`src/rtl/sram_req_arbiter.sv`:
```
// Two-master SRAM-like request arbiter with an in-order owner FIFO for response routing.
// Define ARB_RR_EN for round-robin arbitration in IDLE; otherwise data has fixed priority.
module sram_req_arbiter #(
   parameter int unsigned MAX_OUTSTANDING = 4
) (
   input  logic        clk,
   input  logic        resetn,
   input  logic        inst_req,
   input  logic        inst_wr,
   input  logic [1:0]  inst_size,
   input  logic [31:0] inst_addr,
   input  logic [3:0]  inst_wstrb,
   input  logic [31:0] inst_wdata,
   output logic        inst_addr_ok,
   output logic        inst_data_ok,
   output logic [31:0] inst_rdata,
   input  logic        data_req,
   input  logic        data_wr,
   input  logic [1:0]  data_size,
   input  logic [31:0] data_addr,
   input  logic [3:0]  data_wstrb,
   input  logic [31:0] data_wdata,
   output logic        data_addr_ok,
   output logic        data_data_ok,
   output logic [31:0] data_rdata,
   output logic        mem_req,
   output logic        mem_wr,
   output logic [1:0]  mem_size,
   output logic [31:0] mem_addr,
   output logic [3:0]  mem_wstrb,
   output logic [31:0] mem_wdata,
   input  logic        mem_addr_ok,
   input  logic        mem_data_ok,
   input  logic [31:0] mem_rdata,
   output logic [3:0]  inst_io_cnt,
   output logic [3:0]  data_io_cnt
);

   localparam int unsigned PTR_W = (MAX_OUTSTANDING > 1) ? $clog2(MAX_OUTSTANDING) : 1;
   localparam int unsigned OCC_W = PTR_W + 1;
   localparam logic [OCC_W-1:0] OCC_FULL = OCC_W'(MAX_OUTSTANDING);

   typedef enum logic [1:0] {StIdle, StLockInst, StLockData} lock_state_t;

   lock_state_t state_q, state_d;
   logic grant_data;
   logic fifo_full, fifo_empty, push, pop, head_owner;
   logic inst_push, inst_pop, data_push, data_pop;
   logic [MAX_OUTSTANDING-1:0] owner_q;
   logic [PTR_W-1:0] rd_ptr_q, wr_ptr_q;
   logic [OCC_W-1:0] occ_q, occ_d;
   logic [3:0] inst_cnt_q, data_cnt_q;

`ifdef ARB_RR_EN
   logic last_grant_q;  // 1 = data was granted last

   always_ff @(posedge clk or negedge resetn) begin
      if (!resetn) begin
         last_grant_q <= 1'b0;
      end else if (push) begin
         last_grant_q <= grant_data;
      end
   end
`endif

   always_comb begin
      grant_data = 1'b0;
      unique case (state_q)
         StLockInst: grant_data = 1'b0;
         StLockData: grant_data = 1'b1;
         default: begin
`ifdef ARB_RR_EN
            if (inst_req && data_req) begin
               grant_data = ~last_grant_q;
            end else begin
               grant_data = data_req;
            end
`else
            grant_data = data_req;
`endif
         end
      endcase
   end

   assign fifo_full  = (occ_q == OCC_FULL);
   assign fifo_empty = (occ_q == '0);

   // Gated by resetn so the memory side sees no request while reset is asserted.
   assign mem_req   = resetn & ~fifo_full & (grant_data ? data_req : inst_req);
   assign mem_wr    = grant_data ? data_wr    : inst_wr;
   assign mem_size  = grant_data ? data_size  : inst_size;
   assign mem_addr  = grant_data ? data_addr  : inst_addr;
   assign mem_wstrb = grant_data ? data_wstrb : inst_wstrb;
   assign mem_wdata = grant_data ? data_wdata : inst_wdata;

   assign push         = mem_req & mem_addr_ok;
   assign inst_addr_ok = push & ~grant_data;
   assign data_addr_ok = push & grant_data;

   // A response with nothing outstanding is dropped: no pop, no data_ok.
   assign pop          = mem_data_ok & ~fifo_empty;
   assign head_owner   = owner_q[rd_ptr_q];
   assign inst_data_ok = pop & ~head_owner;
   assign data_data_ok = pop & head_owner;
   assign inst_rdata   = mem_rdata;
   assign data_rdata   = mem_rdata;

   assign inst_push = push & ~grant_data;
   assign data_push = push & grant_data;
   assign inst_pop  = pop & ~head_owner;
   assign data_pop  = pop & head_owner;

   always_comb begin
      state_d = state_q;
      unique case (state_q)
         StIdle: begin
            if (mem_req && !mem_addr_ok) begin
               state_d = grant_data ? StLockData : StLockInst;
            end
         end
         StLockInst, StLockData: begin
            if (mem_addr_ok) begin
               state_d = StIdle;
            end
         end
         default: state_d = StIdle;
      endcase
   end

   always_comb begin
      occ_d = occ_q;
      unique case ({push, pop})
         2'b10:   occ_d = occ_q + OCC_W'(1);
         2'b01:   occ_d = occ_q - OCC_W'(1);
         default: occ_d = occ_q;
      endcase
   end

   always_ff @(posedge clk or negedge resetn) begin
      if (!resetn) begin
         state_q    <= StIdle;
         owner_q    <= '0;
         rd_ptr_q   <= '0;
         wr_ptr_q   <= '0;
         occ_q      <= '0;
         inst_cnt_q <= '0;
         data_cnt_q <= '0;
      end else begin
         state_q <= state_d;
         occ_q   <= occ_d;
         if (push) begin
            owner_q[wr_ptr_q] <= grant_data;
            wr_ptr_q          <= wr_ptr_q + PTR_W'(1);
         end
         if (pop) begin
            rd_ptr_q <= rd_ptr_q + PTR_W'(1);
         end
         if (inst_push && !inst_pop) begin
            inst_cnt_q <= inst_cnt_q + 4'd1;
         end else if (!inst_push && inst_pop) begin
            inst_cnt_q <= inst_cnt_q - 4'd1;
         end
         if (data_push && !data_pop) begin
            data_cnt_q <= data_cnt_q + 4'd1;
         end else if (!data_push && data_pop) begin
            data_cnt_q <= data_cnt_q - 4'd1;
         end
      end
   end

   assign inst_io_cnt = inst_cnt_q;
   assign data_io_cnt = data_cnt_q;

endmodule

```
`config.mk`:
```
export PLATFORM = sky130hd
export DESIGN_NAME = sram_req_arbiter
export DESIGN_NICKNAME = d
export VERILOG_FILES = /design/src/rtl/sram_req_arbiter.sv
export SDC_FILE = /design/constraint.sdc
export NUM_CORES = 1
export LEC_CHECK = 0
export ABC_CLOCK_PERIOD_IN_PS = 4090
export BUFFER_PORTS_ARGS = -buffer_cell sky130_fd_sc_hd__buf_2
export CAP_MARGIN = 10
export CORE_AREA = 5 5 123 125
export CTS_CLUSTER_DIAMETER = 80
export DETAILED_ROUTE_END_ITERATION = 6
export DIE_AREA = 0 0 128 130
export GPL_ROUTABILITY_DRIVEN = 0
export PLACE_DENSITY = 0.62
export SYNTH_ARGS = -nofsm -noshare
export SYNTH_HDL_FRONTEND = slang
export SYNTH_SLANG_ARGS = --single-unit
```
`constraint.sdc`:
```
create_clock -name clk -period 4.09 [get_ports clk]
set_input_delay 0.409 -clock clk [delete_from_list [all_inputs] [get_ports clk]]
set_output_delay 0.409 -clock clk [all_outputs]
set_load 0.005 [all_outputs]
```
==> impl_metrics.tcl, run 1 <==
set metrics [dict create \
    outcome "finished clean" \
    finalCritPeriodShare_pct 75.9 \
    viasPerCell 3.96 \
    grt_max_degree 76 \
    synthTopCellsByArea "nand2_1 (30%), dfrtp_1 (19%), buf_4 (18%), ha_1 (6.0%), xnor2_1 (2.6%)" \
    synth-edff-count 0 \
    end_kind "register" \
    die_h_um 130 \
    ff2ff_path_depth 11 \
    postCtsSetupBuffers 0 \
    io_buffers 231 \
    ys_async_sr_fraction_pct 100 \
    die_x_um 128 \
    synthTopCellsByCount "nand2_1 (221), buf_4 (64), dfrtp_1 (21), ha_1 (13), inv_1 (13)" \
    rrSetupSlack_ns 0.99 \
    path_max_fanout 7 \
    p_leak_nw 2.22 \
    critPathLaunchType "register" \
    htreeDepth 1 \
    final_antenna_net_count 0 \
    rr_endpoint "data_io_cnt[3]" \
    fmax_mhz 322 \
    cts_buffers 3 \
    worstMarginPinSlew_ns 0.772 \
    area_growth_pct 33.9 \
    start_util_pct 19.8 \
    grt_setup_unrepaired "false" \
    overflow 0 \
    ios 328 \
    grtUsageTotal_pct 11.2 \
    drt-total-wl_um 10700 \
    drc 0 \
    post_cts_resized 0 \
    dpl.hpwl_um 9020 \
    antenna_found_initial 1 \
    crit_arrival_ns 3.23 \
    yosysSeqAreaShare_pct 19.3 \
    power_mw 2.01 \
    synthFlopType "dfrtp_1" \
    pre_cts_ws_ns 0.989 \
    final_nets 771 \
    crit_type "register to register" \
    synth.ff_latch_count 21 \
    clock_skew_ns 0.00279 \
    final_util_pct 26.5 \
    period_minus_slack_ns 3.10 \
    clkLatencyLatePin_ns 0.25 \
    vias 2986 \
    synth_warnings 0 \
    ir_worst_vdd_uv 395 \
    synthCells 420 \
    grt_pass1_wl_um 14900 \
    maxCapViolations 0 \
    drtIter0Drc 105 \
    die-area_sq_mm 0.0166 \
    n_antenna_cell 0 \
    cts_max_path_buffers 2 \
    yosys.area.top_type "nand2_1" \
    drv_slew 0 \
    slew_headroom_pct 48.5 \
    drive_gt1_share_pct 43.7 \
    yosysUniqueCellTypes 34 \
    first_pass_iters 4 \
    hold_buffers 0 \
    wl_per_cell_um 14.2 \
    hold_violations 0 \
    r2r-start "state_q[1]" \
    place_inst 750 \
    cts_tree "built" \
    avgSynthCellArea_sq_um 6.50 \
    clkSlewWorstSetupHoldPaths_ns 0.06 \
    fin_cells 754 \
    synth_fp_nets 616 \
    power_density_mw_per_mm2 550 \
    cp.required_ns 4.22 \
    setup_ws_ns 0.986 \
    yosysTopAreaCellShare_pct 30.4 \
    yosysMostFrequentCell "nand2_1" \
    core_sq_mm 0.0138 \
    clock_sinks 21 \
    syn_area_sq_mm 0.00273 \
    hp-class "input pin to async pin" \
    rows 43 \
    grt_pass1_vias 2655 \
    setup_viol 0 \
    fin_tns_setup_ns 0 \
    nFillCells 1563 \
    ctsRootBufferMaster "clkbuf_16" \
]
flip-flops by register name, indices dropped and copies added, names as in the netlist:
name / flops
data_io_cnt: 4
owner_q: 4
wr_ptr_q: 2
state_q: 2
occ_q: 3
inst_io_cnt: 4
rd_ptr_q: 2
worst max-delay path: stages (launching register included):
cell and delay (ns):
dfrtp_1 0.39, inv_1 0.06, ha_1 0.40, a211oi_4 0.38
nand3_2 0.20, nor2_1 0.17, ha_1 0.23, inv_1 0.12
ha_1 0.28, a21o_1 0.20, a2111oi_0 0.41, o31ai_1 0.13
report_power, final:
part / switching, mW / leakage, nW / total [mW] / internal (mW)
registers: 0.0968 / 0.255 / 0.411 / 0.314
logic: 0.762 / 1.93 / 1.39 / 0.630
clock network: 0.0732 / 0.0382 / 0.206 / 0.133
total: 0.932 / 2.22 / 2.01 / 1.08
per-layer routing:
metal  track usage [%]  wire length [um]  vias up
li1                  -                 -     1559
met1              13.2              4000     1247
met2              18.6              5180      161
met3              5.53              1420       17
met4              1.75               112        2
met5                 0                13        -
how the worst max path moves through the flow:
stage / from / end / slack (ns) / cells past startpoint
2_1_floorplan: state_q[1] / data_io_cnt[3] / 1.11 / 12
3_3_place_gp: state_q[0] / inst_io_cnt[3] / 1.06 / 12
3_5_place_dp: state_q[0] / data_io_cnt[3] / 0.99 / 12
4_1_cts: state_q[0] / data_io_cnt[3] / 0.99 / 12
5_1_grt: state_q[0] / data_io_cnt[3] / 0.68 / 12
6_report: state_q[1] / data_io_cnt[3] / 0.99 / 11
placed cells by master, fill, tap and decap left out, types with 2 or more instances in the layout:
cell type / count
a2111oi_0: 2
a21o_1: 2
a21oi_1: 2
a31o_2: 2
a32o_1: 2
buf_2: 231
buf_4: 3
clkbuf_16: 3
dfrtp_1: 21
fa_1: 3
ha_1: 13
inv_1: 13
mux2_2: 6
mux2i_1: 4
nand2_1: 221
nand4_1: 4
nor2_1: 4
nor3_1: 6
nor3b_1: 2
o21ai_0: 4
o31ai_1: 3
xnor2_1: 8
xor2_1: 2
logic make-up (layout without fill, tap and decap cells):
logic type	count (synthesis)	after routing	synth area share (%)
AND/OR/NAND/NOR	244	244	35.4
buffers and inverters	97	251	22.7
flip-flops	21	21	19.3
AO/OA/AOI/OAI	18	18	5.23
adder cells (fa/ha/maj)	16	16	8.16
multiplexers	14	14	6.10
XOR/XNOR	10	10	3.21
layout make-up:
type                    instances  area (sq um)  share of cell area [%]
well taps                     180           225                    6.16
inverters                      13          48.8                    1.34
repair buffers                234          1180                    32.2
multi-input cells             302          1600                    43.7
clock buffers                   4          78.8                    2.16
flip-flops and latches         21           526                    14.4
through the flow:
step	instance area, sq um	hold WS [ns]
floorplan	2730	0.113
global placement	3580	0.427
detailed placement	3580	0.422
CTS	3650	0.148
global route	3650	0.162
finish	3650	0.138
Power figures use the tool's default switching activity.
==> run 2, diff against run 1 <==
ABC_CLOCK_PERIOD_IN_PS = 3100   (was 4090)
clock period = 3.1 ns   (was 4.09 ns; I/O delays follow)
==> run 2 against run 1 <==
Clock power up 34%. Clock-buffer cell count down 1. Core utilization up 0.34 points. Non-clock buffer count up 2. Sequential share of layout area down 0.18 points. Critical path type unchanged. Largest cell class unchanged.
==> impl_metrics.tcl, run 2 (same netlist as run 1, synthesis figures left out) <==
set metrics [dict create \
    slowest_delay_ns 0.39 \
    drc 0 \
    wl_met2_um 5290 \
    grtUsageTotal_pct 11.2 \
    final_common_cell "buf_2" \
    crit_start "state_q[0]" \
    hp-class "input pin to async pin" \
    rrSetupSlack_ns 0.19 \
    outcome "finished clean" \
    wl_per_cell_um 14.3 \
    period_minus_slack_ns 2.91 \
    ir_worst_vdd_uv 443 \
    rows 43 \
    crit_buf_inv 2 \
    clkSlewWorstSetupHoldPaths_ns 0.06 \
    ctsRootBufferMaster "clkbuf_16" \
    rr_endpoint "inst_io_cnt[3]" \
    drt-total-wl_um 10800 \
    drv_slew 0 \
    pre_cts_ws_ns 0.0796 \
    setup_ws_ns 0.190 \
    nFillCells 1548 \
    crit_arrival_ns 3.04 \
    hold_buffers 0 \
    clock_skew_ns 0.00530 \
    wl_met3_um 1370 \
    final_cell_mix "buf_2 (231), nand2_1 (221), dfrtp_1 (21)" \
    grt_pass1_vias 2676 \
    maxCapViolations 0 \
    cts_max_path_buffers 2 \
    n_antenna_cell 0 \
    clock_sinks 21 \
    cts_tree "built" \
    start_util_pct 19.8 \
    drive_gt1_share_pct 45.1 \
    core_sq_mm 0.0138 \
    path_max_fanout 5 \
    viasPerCell 3.99 \
    critical-path-top-delay-family "compound AO/OA/AOI/OAI gates" \
    post_cts_resized 0 \
    r2r-start "state_q[0]" \
    power_density_mw_per_mm2 734 \
    postCtsSetupBuffers 0 \
    area_growth_pct 35.6 \
    die-area_sq_mm 0.0166 \
    final_antenna_net_count 0 \
    htreeDepth 1 \
    first_pass_iters 4 \
    vias 3019 \
    drtIter0Drc 100 \
    die_x_um 128 \
    cts_buffers 3 \
    finalCritPeriodShare_pct 93.9 \
    p_leak_nw 2.23 \
    fmax_mhz 344 \
    fin_tns_setup_ns 0 \
    wl_met1_um 4030 \
    overflow 0 \
    highest_layer "met4" \
    clkLatencyLatePin_ns 0.26 \
    ff2ff_path_depth 12 \
    dpl.hpwl_um 9060 \
    io_buffers 231 \
    cpMaxStageDelayCell "dfrtp_1" \
    power_mw 2.72 \
    crit_type "register to register" \
    setup_viol 0 \
    ios 328 \
    grt_max_degree 76 \
    cp.required_ns 3.23 \
    die_h_um 130 \
    worstMarginPinSlew_ns 0.784 \
    critPathLaunchType "register" \
    grt_pass1_wl_um 14900 \
    slew_headroom_pct 47.8 \
    hold_violations 0 \
    end_kind "register" \
    antenna_found_initial 0 \
    path_cells "inv_1, ha_2, mux2i_1, a211oi_4, nand3_4, nor2_2, ha_1, inv_1, ha_1, a21o_1, a2111oi_2, o31ai_1" \
    final_nets 773 \
]
[run 2: cell types whose count changed in the layout (fill, tap and decap cells not counted)]
cell       change
nor2_2         +2
nand3_2        -1
a2111oi_2      +2
clkinv_2       +1
clkbuf_1       -1
a2111oi_0      -2
ha_2           +2
nor2_1         -2
buf_4          +2
ha_1           -2
nand3_4        +1
[run 2: metrics by stage]
stage	hold slack, ns	std cells	util (%)	instance area [sq um]
final	0.0292	756	26.9	3700
after global routing	0.0600	756	26.9	3700
after global placement	0.320	752	26.1	3590
after detailed placement	0.313	752	26.1	3590
after floorplan	0.0144	420	-	2730
after CTS	0.0363	756	26.7	3670
[run 2: how the worst max path moves through the flow]
stage | end | cells after the start | slack (ns)
5_1_grt | inst_io_cnt[3] | 12 | -0.02
4_1_cts | data_io_cnt[3] | 12 | 0.07
2_1_floorplan | data_io_cnt[3] | 12 | 0.12
3_5_place_dp | data_io_cnt[3] | 12 | 0.08
6_report | inst_io_cnt[3] | 12 | 0.19
3_3_place_gp | data_io_cnt[3] | 12 | 0.17
[run 2: worst reg2reg max path: cells and delay by family (launching register included)]
kind                     cells  cell delay [ns]
AND/OR/NAND/NOR              2             0.28
adder cells (fa/ha/maj)      3             0.75
flip-flops                   1             0.39
AO/OA/AOI/OAI                4             1.01
multiplexers                 1             0.12
buffers and inverters        2             0.23
[run 2: where the power goes]
group          switching (mW)  leakage [nW]  total, mW  internal, mW
Clock                   0.102        0.0409      0.276         0.173
Combinational            1.03          1.94       1.89         0.861
Sequential              0.134         0.255      0.548         0.415
[run 2: final cells by class]
type	count	area [sq um]	share of cell area (%)
Clock buffer	3	75.1	2.03
Clock inverter	1	5.00	0.135
Inverter	13	48.8	1.32
Multi-Input combinational cell	302	1630	44.0
Sequential cell	21	526	14.2
Tap cell	180	225	6.09
Timing Repair Buffer	236	1190	32.3
[run 2: layer usage]
| metal | vias to the layer above | track usage [%] |
|---|---|---|
| li1 | 1559 | - |
| met1 | 1279 | 13.1 |
| met2 | 165 | 19.1 |
| met3 | 16 | 5.16 |
| met4 | 0 | 1.94 |
| met5 | - | 0 |
